**config.mk**
```make
export PLATFORM = sky130hd
export DESIGN_NAME = timer_ctrl_flat
export DESIGN_NICKNAME = d
export VERILOG_FILES = /design/src/rtl/timer_ctrl_if.sv /design/src/rtl/timer_ctrl.sv /design/src/flat_wrapper.sv
export SDC_FILE = /design/constraint.sdc
export NUM_CORES = 1
export LEC_CHECK = 0
export BUFFER_PORTS_ARGS = -buffer_cell sky130_fd_sc_hd__buf_2
export CAP_MARGIN = 5
export CORE_MARGIN = 1
export CORE_UTILIZATION = 25
export CTS_BUF_LIST = sky130_fd_sc_hd__clkbuf_16
export CTS_CLUSTER_DIAMETER = 200
export DETAILED_ROUTE_END_ITERATION = 16
export GPL_ROUTABILITY_DRIVEN = 0
export PLACE_DENSITY = 0.53
export SLEW_MARGIN = 20
export SYNTH_ARGS = -nofsm -noshare
export SYNTH_HDL_FRONTEND = slang
export SYNTH_SLANG_ARGS = --single-unit
```
**constraint.sdc**
```tcl
create_clock -name clk -period 1.75 [get_ports clk]
set_input_delay 0.175 -clock clk [delete_from_list [all_inputs] [get_ports clk]]
set_output_delay 0.175 -clock clk [all_outputs]
set_load 0.05 [all_outputs]
```
**src/rtl/timer_ctrl_if.sv**
```systemverilog
// Register bus between a host and timer_ctrl.
// Single-cycle read/write strobes and a registered read-data return.
interface timer_ctrl_if;
   logic       wr_en;
   logic       rd_en;
   logic [1:0] addr;
   logic [7:0] wdata;
   logic [7:0] rdata;

   modport master (
      output wr_en, rd_en, addr, wdata,
      input  rdata
   );

   modport slave (
      input  wr_en, rd_en, addr, wdata,
      output rdata
   );
endinterface

```
**src/rtl/timer_ctrl.sv**
```systemverilog
// Timer control block: TDR/TCR/TSR registers, prescaler and load/run FSM.
// Every counter-facing output comes straight from a flop.
module timer_ctrl (
   input  logic         clk,
   input  logic         rst_n,
   timer_ctrl_if.slave  bus,
   input  logic         i_overflow,
   input  logic         i_underflow,
   output logic [7:0]   o_start_counter,
   output logic         o_load,
   output logic         o_up_down,
   output logic         o_enable,
   output logic         o_clk_ena,
   output logic         o_clr_overflow,
   output logic         o_clr_underflow
);

   typedef enum logic [1:0] {
      S_IDLE,
      S_LOAD,
      S_RUN
   } state_t;

   state_t     r_state;
   state_t     w_state_nxt;
   logic [7:0] r_tdr;
   logic       r_up;
   logic       r_en_bit;
   logic [2:0] r_cks;
   logic [7:0] r_div;
   logic [7:0] r_rdata;
   logic       r_load;
   logic       r_enable;
   logic       r_clk_ena;
   logic       r_clr_ov;
   logic       r_clr_un;

   logic       w_tcr_wr;
   logic       w_ld_req;
   logic       w_en_bit;
   logic [2:0] w_cks;
   logic       w_load_nxt;
   logic       w_en_nxt;
   logic       w_div_clr;
   logic [7:0] w_div_nxt;
   logic       w_tick;
   logic [7:0] w_rd_val;

   always_comb begin
      w_tcr_wr = bus.wr_en && (bus.addr == 2'd1);
      w_ld_req = w_tcr_wr && bus.wdata[7];
      w_en_bit = w_tcr_wr ? bus.wdata[4] : r_en_bit;
      w_cks    = w_tcr_wr ? bus.wdata[2:0] : r_cks;
   end

   always_ff @(posedge clk or negedge rst_n) begin
      if (!rst_n) r_state <= S_IDLE;
      else        r_state <= w_state_nxt;
   end

   always_comb begin
      w_state_nxt = r_state;
      case (r_state)
         S_IDLE: begin
            if (w_ld_req)
               w_state_nxt = S_LOAD;
            else if (w_tcr_wr && bus.wdata[4])
               w_state_nxt = S_RUN;
         end
         S_LOAD: begin
            if (w_ld_req)     w_state_nxt = S_LOAD;
            else if (w_en_bit) w_state_nxt = S_RUN;
            else              w_state_nxt = S_IDLE;
         end
         S_RUN: begin
            if (w_ld_req)
               w_state_nxt = S_LOAD;
            else if (w_tcr_wr && !bus.wdata[4])
               w_state_nxt = S_IDLE;
         end
         default: w_state_nxt = S_IDLE;
      endcase
      w_load_nxt = (w_state_nxt == S_LOAD);
      w_en_nxt   = (w_state_nxt == S_RUN) ||
                   (w_load_nxt && w_en_bit);
   end

   // Divider restarts on entry to LOAD or on a CKS change
   always_comb begin
      w_div_clr = w_load_nxt ||
                  (w_tcr_wr && (bus.wdata[2:0] != r_cks));
      w_div_nxt = w_div_clr ? 8'd0 : r_div + 8'd1;
      w_tick    = w_en_nxt && w_div_nxt[w_cks] && !r_div[w_cks];
   end

   always_comb begin
      w_rd_val = 8'h00;
      unique case (1'b1)
         (bus.addr == 2'd0): w_rd_val = r_tdr;
         (bus.addr == 2'd1): w_rd_val = {2'b00, r_up, r_en_bit,
                                         1'b0, r_cks};
         (bus.addr == 2'd2): w_rd_val = {6'd0, i_underflow,
                                         i_overflow};
         (bus.addr == 2'd3): w_rd_val = 8'h00;
      endcase
   end

   always_ff @(posedge clk or negedge rst_n) begin
      if (!rst_n) begin
         r_tdr     <= 8'h00;
         r_up      <= 1'b0;
         r_en_bit  <= 1'b0;
         r_cks     <= 3'd0;
         r_div     <= 8'h00;
         r_rdata   <= 8'h00;
         r_load    <= 1'b0;
         r_enable  <= 1'b0;
         r_clk_ena <= 1'b0;
         r_clr_ov  <= 1'b0;
         r_clr_un  <= 1'b0;
      end else begin
         if (bus.wr_en && (bus.addr == 2'd0))
            r_tdr <= bus.wdata;
         if (w_tcr_wr) begin
            r_up     <= bus.wdata[5];
            r_en_bit <= bus.wdata[4];
            r_cks    <= bus.wdata[2:0];
         end
         if (bus.rd_en)
            r_rdata <= w_rd_val;
         r_div     <= w_div_nxt;
         r_load    <= w_load_nxt;
         r_enable  <= w_en_nxt;
         r_clk_ena <= w_tick;
         r_clr_ov  <= bus.wr_en && (bus.addr == 2'd2) &&
                      bus.wdata[0];
         r_clr_un  <= bus.wr_en && (bus.addr == 2'd2) &&
                      bus.wdata[1];
      end
   end

   assign bus.rdata       = r_rdata;
   assign o_start_counter = r_tdr;
   assign o_load          = r_load;
   assign o_up_down       = r_up;
   assign o_enable        = r_enable;
   assign o_clk_ena       = r_clk_ena;
   assign o_clr_overflow  = r_clr_ov;
   assign o_clr_underflow = r_clr_un;

endmodule

```
**src/flat_wrapper.sv**
```systemverilog
// flat-port wrapper written by rule: the top's interface ports become plain ports
module timer_ctrl_flat 
  (clk, rst_n, i_overflow, i_underflow, o_start_counter, o_load, o_up_down, o_enable, o_clk_ena, o_clr_overflow, o_clr_underflow, bus_wr_en, bus_rd_en, bus_addr, bus_wdata, bus_rdata);
  timer_ctrl_if bus_i ();
  input  logic clk;
  input  logic rst_n;
  input  logic i_overflow;
  input  logic i_underflow;
  output logic [7:0] o_start_counter;
  output logic o_load;
  output logic o_up_down;
  output logic o_enable;
  output logic o_clk_ena;
  output logic o_clr_overflow;
  output logic o_clr_underflow;
  input wire logic [$bits(bus_i.wr_en)-1:0] bus_wr_en;
  input wire logic [$bits(bus_i.rd_en)-1:0] bus_rd_en;
  input wire logic [$bits(bus_i.addr)-1:0] bus_addr;
  input wire logic [$bits(bus_i.wdata)-1:0] bus_wdata;
  output wire logic [$bits(bus_i.rdata)-1:0] bus_rdata;
  assign bus_i.wr_en = bus_wr_en;
  assign bus_i.rd_en = bus_rd_en;
  assign bus_i.addr = bus_addr;
  assign bus_i.wdata = bus_wdata;
  assign bus_rdata = bus_i.rdata;
  timer_ctrl u_core (.clk(clk), .rst_n(rst_n), .bus(bus_i), .i_overflow(i_overflow), .i_underflow(i_underflow), .o_start_counter(o_start_counter), .o_load(o_load), .o_up_down(o_up_down), .o_enable(o_enable), .o_clk_ena(o_clk_ena), .o_clr_overflow(o_clr_overflow), .o_clr_underflow(o_clr_underflow));
endmodule
```
==> results of run 1 <==
==> stage by stage <==
step,hold slack (ns),instance area [sq um],utilization,power (uW)
floorplan,-0.121,1690,-,1660
global placement,0.250,2000,0.309,1870
detailed placement,0.245,2000,0.309,1870
CTS,0.127,2140,0.331,2710
global route,0.132,2140,0.332,2830
finish,0.129,2140,0.332,2670
==> final timing paths <==
check                                                startpoint                         endpoint  slack (ns)  cells after the start
max in group asynchronous                                 rst_n  u_core.o_clr_overflow$_DFF_PN0_        0.95                      3
worst min register to register  u_core.bus.rdata[6]$_DFFE_PN0P_  u_core.bus.rdata[6]$_DFFE_PN0P_        0.52                      2
worst min-delay path                               bus_wdata[5]     u_core.o_up_down$_DFFE_PN0N_        0.13                      3
worst max register to register        u_core.r_div[1]$_DFF_PN0_       u_core.o_clk_ena$_DFF_PN0_        0.19                      5
worst max-delay path                  u_core.r_div[1]$_DFF_PN0_       u_core.o_clk_ena$_DFF_PN0_        0.19                      5
min in group asynchronous                                 rst_n  u_core.bus.rdata[5]$_DFFE_PN0P_        0.48                      3
==> cell usage in the layout, fill, tap and decap left out, types with 2 or more instances in the layout <==
| master | n |
|---|---|
| nor2b_1 | 2 |
| nor2_1 | 15 |
| nand2b_1 | 2 |
| o21ai_0 | 6 |
| nor3b_1 | 3 |
| xor2_1 | 4 |
| dfrtp_1 | 36 |
| nor3_1 | 3 |
| mux2i_1 | 5 |
| nand3_1 | 9 |
| buf_4 | 8 |
| buf_2 | 37 |
| and3_1 | 3 |
| nand4_1 | 2 |
| o22ai_1 | 3 |
| and2_1 | 3 |
| mux2_2 | 8 |
| clkbuf_16 | 5 |
| xnor2_1 | 4 |
| inv_1 | 9 |
| nand2_1 | 15 |
| a21oi_1 | 4 |
==> worst max-delay path, delay by kind of cell, from the launching register on <==
family | cells | cell delay, ns
adders and majority gates | 1 | 0.22
and+or+nand+nor | 2 | 0.46
DFF | 1 | 0.37
AOI/OAI and AO/OA | 2 | 0.42
==> what timing repair did <==
item,in CTS,in global routing
hold endpoints to repair,36,0
resized for setup,0,1
setup endpoints to repair,0,1
hold buffers,1,0
==> sequential cells by signal (all words and copies together), names as in the netlist <==
signal                  count
u_core.o_clk_ena            1
u_core.o_clr_overflow       1
u_core.o_enable             1
u_core.o_load               1
u_core.bus.rdata            8
u_core.o_start_counter      8
u_core.r_state              2
u_core.r_en_bit             1
u_core.r_cks                3
u_core.o_up_down            1
u_core.r_div                8
u_core.o_clr_underflow      1
==> where the power goes <==
group / switching (uW) / internal (uW) / leakage, uW / total (uW)
registers: 129 / 977 / 0.000458 / 1110
clock network: 307 / 511 / 0.0000709 / 817
logic: 493 / 258 / 0.000499 / 751
total: 929 / 1750 / 0.00103 / 2670
==> cell families (layout without fill, tap and decap cells) <==
| group | Yosys count | in the layout | synth area share |
|---|---|---|---|
| AND/OR/NAND/NOR | 62 | 62 | 0.186 |
| flip-flops | 36 | 36 | 0.533 |
| AO/OA/AOI/OAI | 23 | 23 | 0.0940 |
| buffers and inverters | 15 | 62 | 0.0422 |
| multiplexers | 14 | 14 | 0.0962 |
| XOR/XNOR | 8 | 8 | 0.0414 |
| adder cells (fa/ha/maj) | 1 | 1 | 0.00740 |
==> metal layers <==
layer  vias to the layer above  routed length (microns)  part of all wire
met5                         -                        0                 0
met4                         0                       22            0.0058
met3                         2                      136             0.036
met2                        24                     1800              0.47
met1                       632                     1850              0.49
li1                        645                        -                 -
==> cell type report <==
cell class / count / area share
Clock inverter: 2 / 0.00408
Sequential cell: 36 / 0.420
Multi-Input combinational cell: 108 / 0.338
Inverter: 9 / 0.0158
Tap cell: 77 / 0.0449
Clock buffer: 5 / 0.0583
Timing Repair Buffer: 46 / 0.119
==> key figures, run 1 <==
Finish
  • Layout fillers: ~700
  • Antenna diodes: 0
  • Multi-input logic area: between 700 and 800 sq um
  • FF/Latch Area: ~900 sq um
  • Layout cells sized above 1: 0.316
  • Post-route insts no fill: 283
  • Area grow syn2layout: 26.8%
  • Final net count: roughly 220

Global route
  • Met3 Usage GRT: 0.0305
  • Most Crowded Layer GR: met2
  • Largest net degree at the start of global routing: 37
  • Met2 usage: 0.183
  • First-pass GRT wire length: between 6 and 7 mm
  • Met1 usage: 0.150
  • Initial antenna violation count: 0
  • Vias in the first global route: around 1,300
  • Gr ovfl total: 0
  • GRT Overall Usage: 0.114

Routing
  • Drt total wl: about 3.8 mm
  • Iteration count of the initial detailed-routing pass: 10
  • Post-route ant nets: 0
  • Iter 0 DRT Violations: between 70 and 80
  • Vias per Instance: between 4 and 5
  • DRC: 2
  • Via count: roughly 1,300
  • Per-cell routed wire length: ~13 microns

Logic synthesis
  • Sequential area share after synthesis: 0.533
  • Synth area leaders: dfrtp_1 53%, mux2_2 5.3%, nand2_1 3.3%
  • Syn Nets: about 180
  • Cell Area, Synth: 1690 sq um
  • Syn Inst Count: 159
  • Synth Warn #: 0
  • Most frequent cells after synthesis: 36 x dfrtp_1, 15 x nand2_1, 15 x nor2_1
  • EDFF count, synth: 0
  • Synth area leader: dfrtp_1
  • Unique cell type count in the Yosys netlist: 38
  • Synthesized area per cell: between 10 and 15 sq um
  • Seq cells post-synth: 36
  • Count leader, synth: dfrtp_1
  • Asr flop ratio synth: 1.00
  • Synth top area share: 0.533
  • Post-synth top flop: dfrtp_1

STA
  • Slew Limit Fails: 0
  • Post-route setup slack: approximately 0.19 ns
  • Worst Tran Pin Value: roughly 0.45 ns
  • Final Hold Viols: 0
  • Post-route minimum period: about 1.6 ns
  • RSZ-0062 raised after global routing: no
  • Final Skew: around 0.0041 ns
  • Setup Viol. Count Final: 0
  • Period utilization: 0.891
  • Setup_tns: 0 ns
  • Slew HR: 0.697
  • Fmax: roughly 0.64 GHz

Outcome
  • Failing checks: DRC
  • Outcome: finished, violations left

Clock tree
  • Clock buffer count from CTS: 5
  • Root Buffer: clkbuf_16
  • CTS tree: built
  • CTS clk-pin slew, worst paths: about 0.06 ns
  • H-tree levels: 2
  • CTS Buffer Depth: 2
  • Sink Count: 36
  • Postcts setup bufs: 0
  • Worst skew pair latency: approximately 0.27 ns

Place
  • Post-place setup slack: 0.0734 ns
  • IO buf count: 37
  • Post-DP HPWL: between 2 and 3 mm
  • Dpl cells: between 200 and 300

Critical path
  • Critical path launch point type: flip-flop
  • Slowest cell on crit path: dfrtp_1
  • CP endpoint kind: flip-flop
  • Delay of the slowest critical-path stage: 0.37 ns
  • Critical Path RT: between 1.5 and 2 ns
  • Arrival time worst endpoint: between 1.5 and 2 ns
  • Maximum fanout along the worst path: 4
  • Crit path cell chain: ha_1, nand3_1, o32ai_2, o211ai_1, nor4b_2
  • WS Path Type: flip-flop to flip-flop

Die
  • Io pins: 38
  • Die Span X: between 80 and 90 microns
  • Row cnt: 29
  • Die Y: roughly 84 microns
  • Die area: 7100 sq um
  • Core Area: 6460 sq um
  • Initial core utilization: 0.262

Pwr
  • Peak supply drop: around 0.72 mV
  • Leak: between 0.001 and 0.0015 uW
  • Power per cell area: 1250 nW/um^2

Min path
  • Hold Path Class: primary input to flip-flop

Job
  • Number of max-cap violations: 0
Power figures use the tool's default switching activity.
==> run 2: changes to the inputs <==
Settings changed: CORE_UTILIZATION 25 to 30, PLACE_DENSITY 0.53 to 0.59.
==> run 2 against run 1 <==
  * The flow now finishes without violations
  * Clock power grew 20%
  * Critical path type unchanged
  * Hold slack got worse by 0.0014 ns
  * Die area down 16%
  * Design area rose by 1.1%
==> key figures, run 2 (synthesized netlist as in run 1, its figures left out) <==
Critical path
  • Critical Path RT: 1.94 ns (was 1.93 ns)
  • Delay of the slowest critical-path stage: 0.37 ns (about the same)
  • Maximum fanout along the worst path: 4 (unchanged)
  • Critical R2R Launch: u_core.r_div[1]$_DFF_PN0_ (unchanged)
  • Top Family by Delay on Critical Path: simple AND/OR/NAND/NOR gates (unchanged)
  • CP startpoint: u_core.r_div[1]$_DFF_PN0_ (unchanged)
  • Buffers & Inverters on Critical Path: 0 (unchanged)
  • WS Path Type: flip-flop to flip-flop (unchanged)
  • CP endpoint kind: flip-flop (unchanged)
  • Crit path cell chain: ha_1, nand3_1, nor3_1, a221oi_1, nor4b_2 (was ha_1, nand3_1, o32ai_2, o211ai_1, nor4b_2)
  • Arrival time worst endpoint: 1.80 ns (was 1.74 ns)
  • Critical path launch point type: flip-flop (unchanged)
  • Slowest cell on crit path: dfrtp_1 (unchanged)
  • FF-to-FF path depth: 5 (unchanged)
  • R2R setup slack: 0.13 ns (was 0.19 ns)
  • Worst r2r dst: u_core.o_clk_ena$_DFF_PN0_ (unchanged)

Global route
  • Initial antenna violation count: 0 (unchanged)
  • Vias in the first global route: 1,269 (was 1,334)
  • GRT Overall Usage: 0.135 (was 0.114)
  • Gr ovfl total: 0 (unchanged)
  • First-pass GRT wire length: 6.19 mm (was 6.40 mm)
  • Largest net degree at the start of global routing: 37 (unchanged)

Die
  • Io pins: 38 (unchanged)
  • Die Span X: 77.1 microns (was 84.3 microns)
  • Die Y: 77.1 microns (was 84.3 microns)
  • Row cnt: 26 (was 29)
  • Initial core utilization: 0.321 (was 0.262)
  • Die area: 5940 sq um (was 7100 sq um)
  • Core Area: 5270 sq um (was 6460 sq um)

Routing
  • Metal-1 WL: 1.76 mm (was 1.85 mm)
  • Via count: 1,295 (was 1,303)
  • Post-route ant nets: 0 (unchanged)
  • DRC: 0 (was 2)
  • WL met3: 120 microns (was 136 microns)
  • Met2 wire len: 1.67 mm (was 1.80 mm)
  • Iter 0 DRT Violations: 49 (was 71)
  • Drt total wl: 3.60 mm (was 3.80 mm)
  • Per-cell routed wire length: 12.9 microns (was 13.4 microns)
  • Iteration count of the initial detailed-routing pass: 4 (was 10)
  • Vias per Instance: 4.66 (was 4.60)
  • Highest metal used: met4 (unchanged)

STA
  • Slew HR: 0.707 (was 0.697)
  • Fmax: 0.618 GHz (was 0.641 GHz)
  • Final Hold Viols: 0 (unchanged)
  • Setup_tns: 0 ns (unchanged)
  • Setup Viol. Count Final: 0 (unchanged)
  • RSZ-0062 raised after global routing: no (unchanged)
  • Post-route setup slack: 0.133 ns (was 0.191 ns)
  • Post-route minimum period: 1.62 ns (was 1.56 ns)
  • Slew Limit Fails: 0 (unchanged)
  • Final Skew: 0.00359 ns (was 0.00408 ns)
  • Worst Tran Pin Value: 0.440 ns (was 0.454 ns)
  • Period utilization: 0.924 (was 0.891)

Finish
  • Commonest non-fill, non-tap cells in the layout: 37 x buf_2, 36 x dfrtp_1, 15 x nand2_1, 15 x nor2_1 (unchanged)
  • Non-Filler Cell Area, Final: 2170 sq um (was 2140 sq um)
  • Area grow syn2layout: 28.2% (was 26.8%)
  • Most common cell after layout, fill and taps aside: buf_2 (unchanged)
  • Final net count: 224 (was 223)
  • Antenna diodes: 0 (unchanged)
  • Layout fillers: 536 (was 681)
  • Layout cells sized above 1: 0.317 (was 0.316)

Clock tree
  • CTS Buffer Depth: 2 (unchanged)
  • Worst skew pair latency: 0.28 ns (was 0.27 ns)
  • CTS tree: built (unchanged)
  • CTS clk-pin slew, worst paths: 0.05 ns (was 0.06 ns)
  • Clock buffer count from CTS: 5 (unchanged)
  • Sink Count: 36 (unchanged)
  • H-tree levels: 2 (unchanged)
  • Root Buffer: clkbuf_16 (unchanged)
  • Post_cts resized: 0 (unchanged)

Outcome
  • Outcome: finished clean (was finished, violations left)

Pwr
  • Clk network pwr share: 0.345 (was 0.306)
  • Total power: 2850 uW (was 2670 uW)
  • Peak supply drop: 0.643 mV (was 0.717 mV)
  • Sw Share: 0.332 (was 0.347)
  • Leak: 0.00105 uW (was 0.00103 uW)
  • Int Pwr: 1900 uW (was 1750 uW)
  • Sequential share of power: 0.389 (was 0.414)
  • Combinational power share: 0.265 (was 0.281)
  • Net Sw Power: 946 uW (was 929 uW)
  • Power per cell area: 1310 nW/um^2 (was 1250 nW/um^2)

Min path
  • Hold depth: 2 (was 3)
  • Hold Path Class: primary input to flip-flop (unchanged)
  • Min-delay src: bus_wdata[3] (was bus_wdata[5])
  • Hold Path Sink: u_core.o_start_counter[3]$_DFFE_PN0P_ (was u_core.o_up_down$_DFFE_PN0N_)

Job
  • Number of max-cap violations: 0 (unchanged)

Place
  • DP Area: 1990 sq um (was 2000 sq um)
  • IO buf count: 37 (unchanged)
  • Post-place setup slack: 0.0936 ns (was 0.0734 ns)
  • Post-DP HPWL: 2.72 mm (was 2.87 mm)
run 2: repair_timing:
item	CTS	global route
hold buffers	1	0
endpoints found under the hold margin	36	0
buffers inserted	0	0
run 2: worst register-to-register path: stages (launching register included):
cell      delay [ns]
dfrtp_1         0.37
ha_1            0.23
nand3_1         0.21
nor3_1          0.30
a221oi_1        0.15
nor4b_2         0.27
run 2: layout make-up:
class	count	area [sq um]	share of cell area
Sequential cell	36	901	0.415
Multi-Input combinational cell	108	719	0.332
Timing Repair Buffer	47	263	0.121
Clock buffer	5	125	0.0577
Tap cell	70	87.6	0.0404
Clock inverter	3	38.8	0.0179
Inverter	9	33.8	0.0156
run 2: power groups by stage:
| stage | registers [uW] | logic, uW | clock network (uW) |
|---|---|---|---|
| after detailed placement | 1120 | 759 | 0 |
| after global routing | 1130 | 822 | 1050 |
| after floorplan | 1350 | 307 | 0 |
| final | 1110 | 755 | 984 |
| after global placement | 1120 | 752 | 0 |
| after CTS | 1110 | 764 | 1010 |
run 2: how the worst max path moves through the flow:
stage          cells past startpoint                         end  slack [ns]
6_report                           5  u_core.o_clk_ena$_DFF_PN0_        0.13
3_3_place_gp                       5  u_core.o_clk_ena$_DFF_PN0_        0.11
3_5_place_dp                       5  u_core.o_clk_ena$_DFF_PN0_        0.09
5_1_grt                            5  u_core.o_clk_ena$_DFF_PN0_        0.01
2_1_floorplan                      8  u_core.o_clk_ena$_DFF_PN0_        0.20
4_1_cts                            5  u_core.o_clk_ena$_DFF_PN0_        0.09
run 2: metal layers:
layer | vias to the layer above | GRT usage
met2 | 18 | 0.210
met3 | 4 | 0.0405
met5 | - | 0
met4 | 0 | 0.0453
met1 | 628 | 0.178
li1 | 645 | -
run 2: stage by stage:
step | util | std cells | hold slack, ns
detailed placement | 0.378 | 269 | 0.243
floorplan | - | 159 | -0.121
CTS | 0.411 | 278 | 0.124
global placement | 0.378 | 269 | 0.241
global route | 0.411 | 278 | 0.128
finish | 0.411 | 278 | 0.128
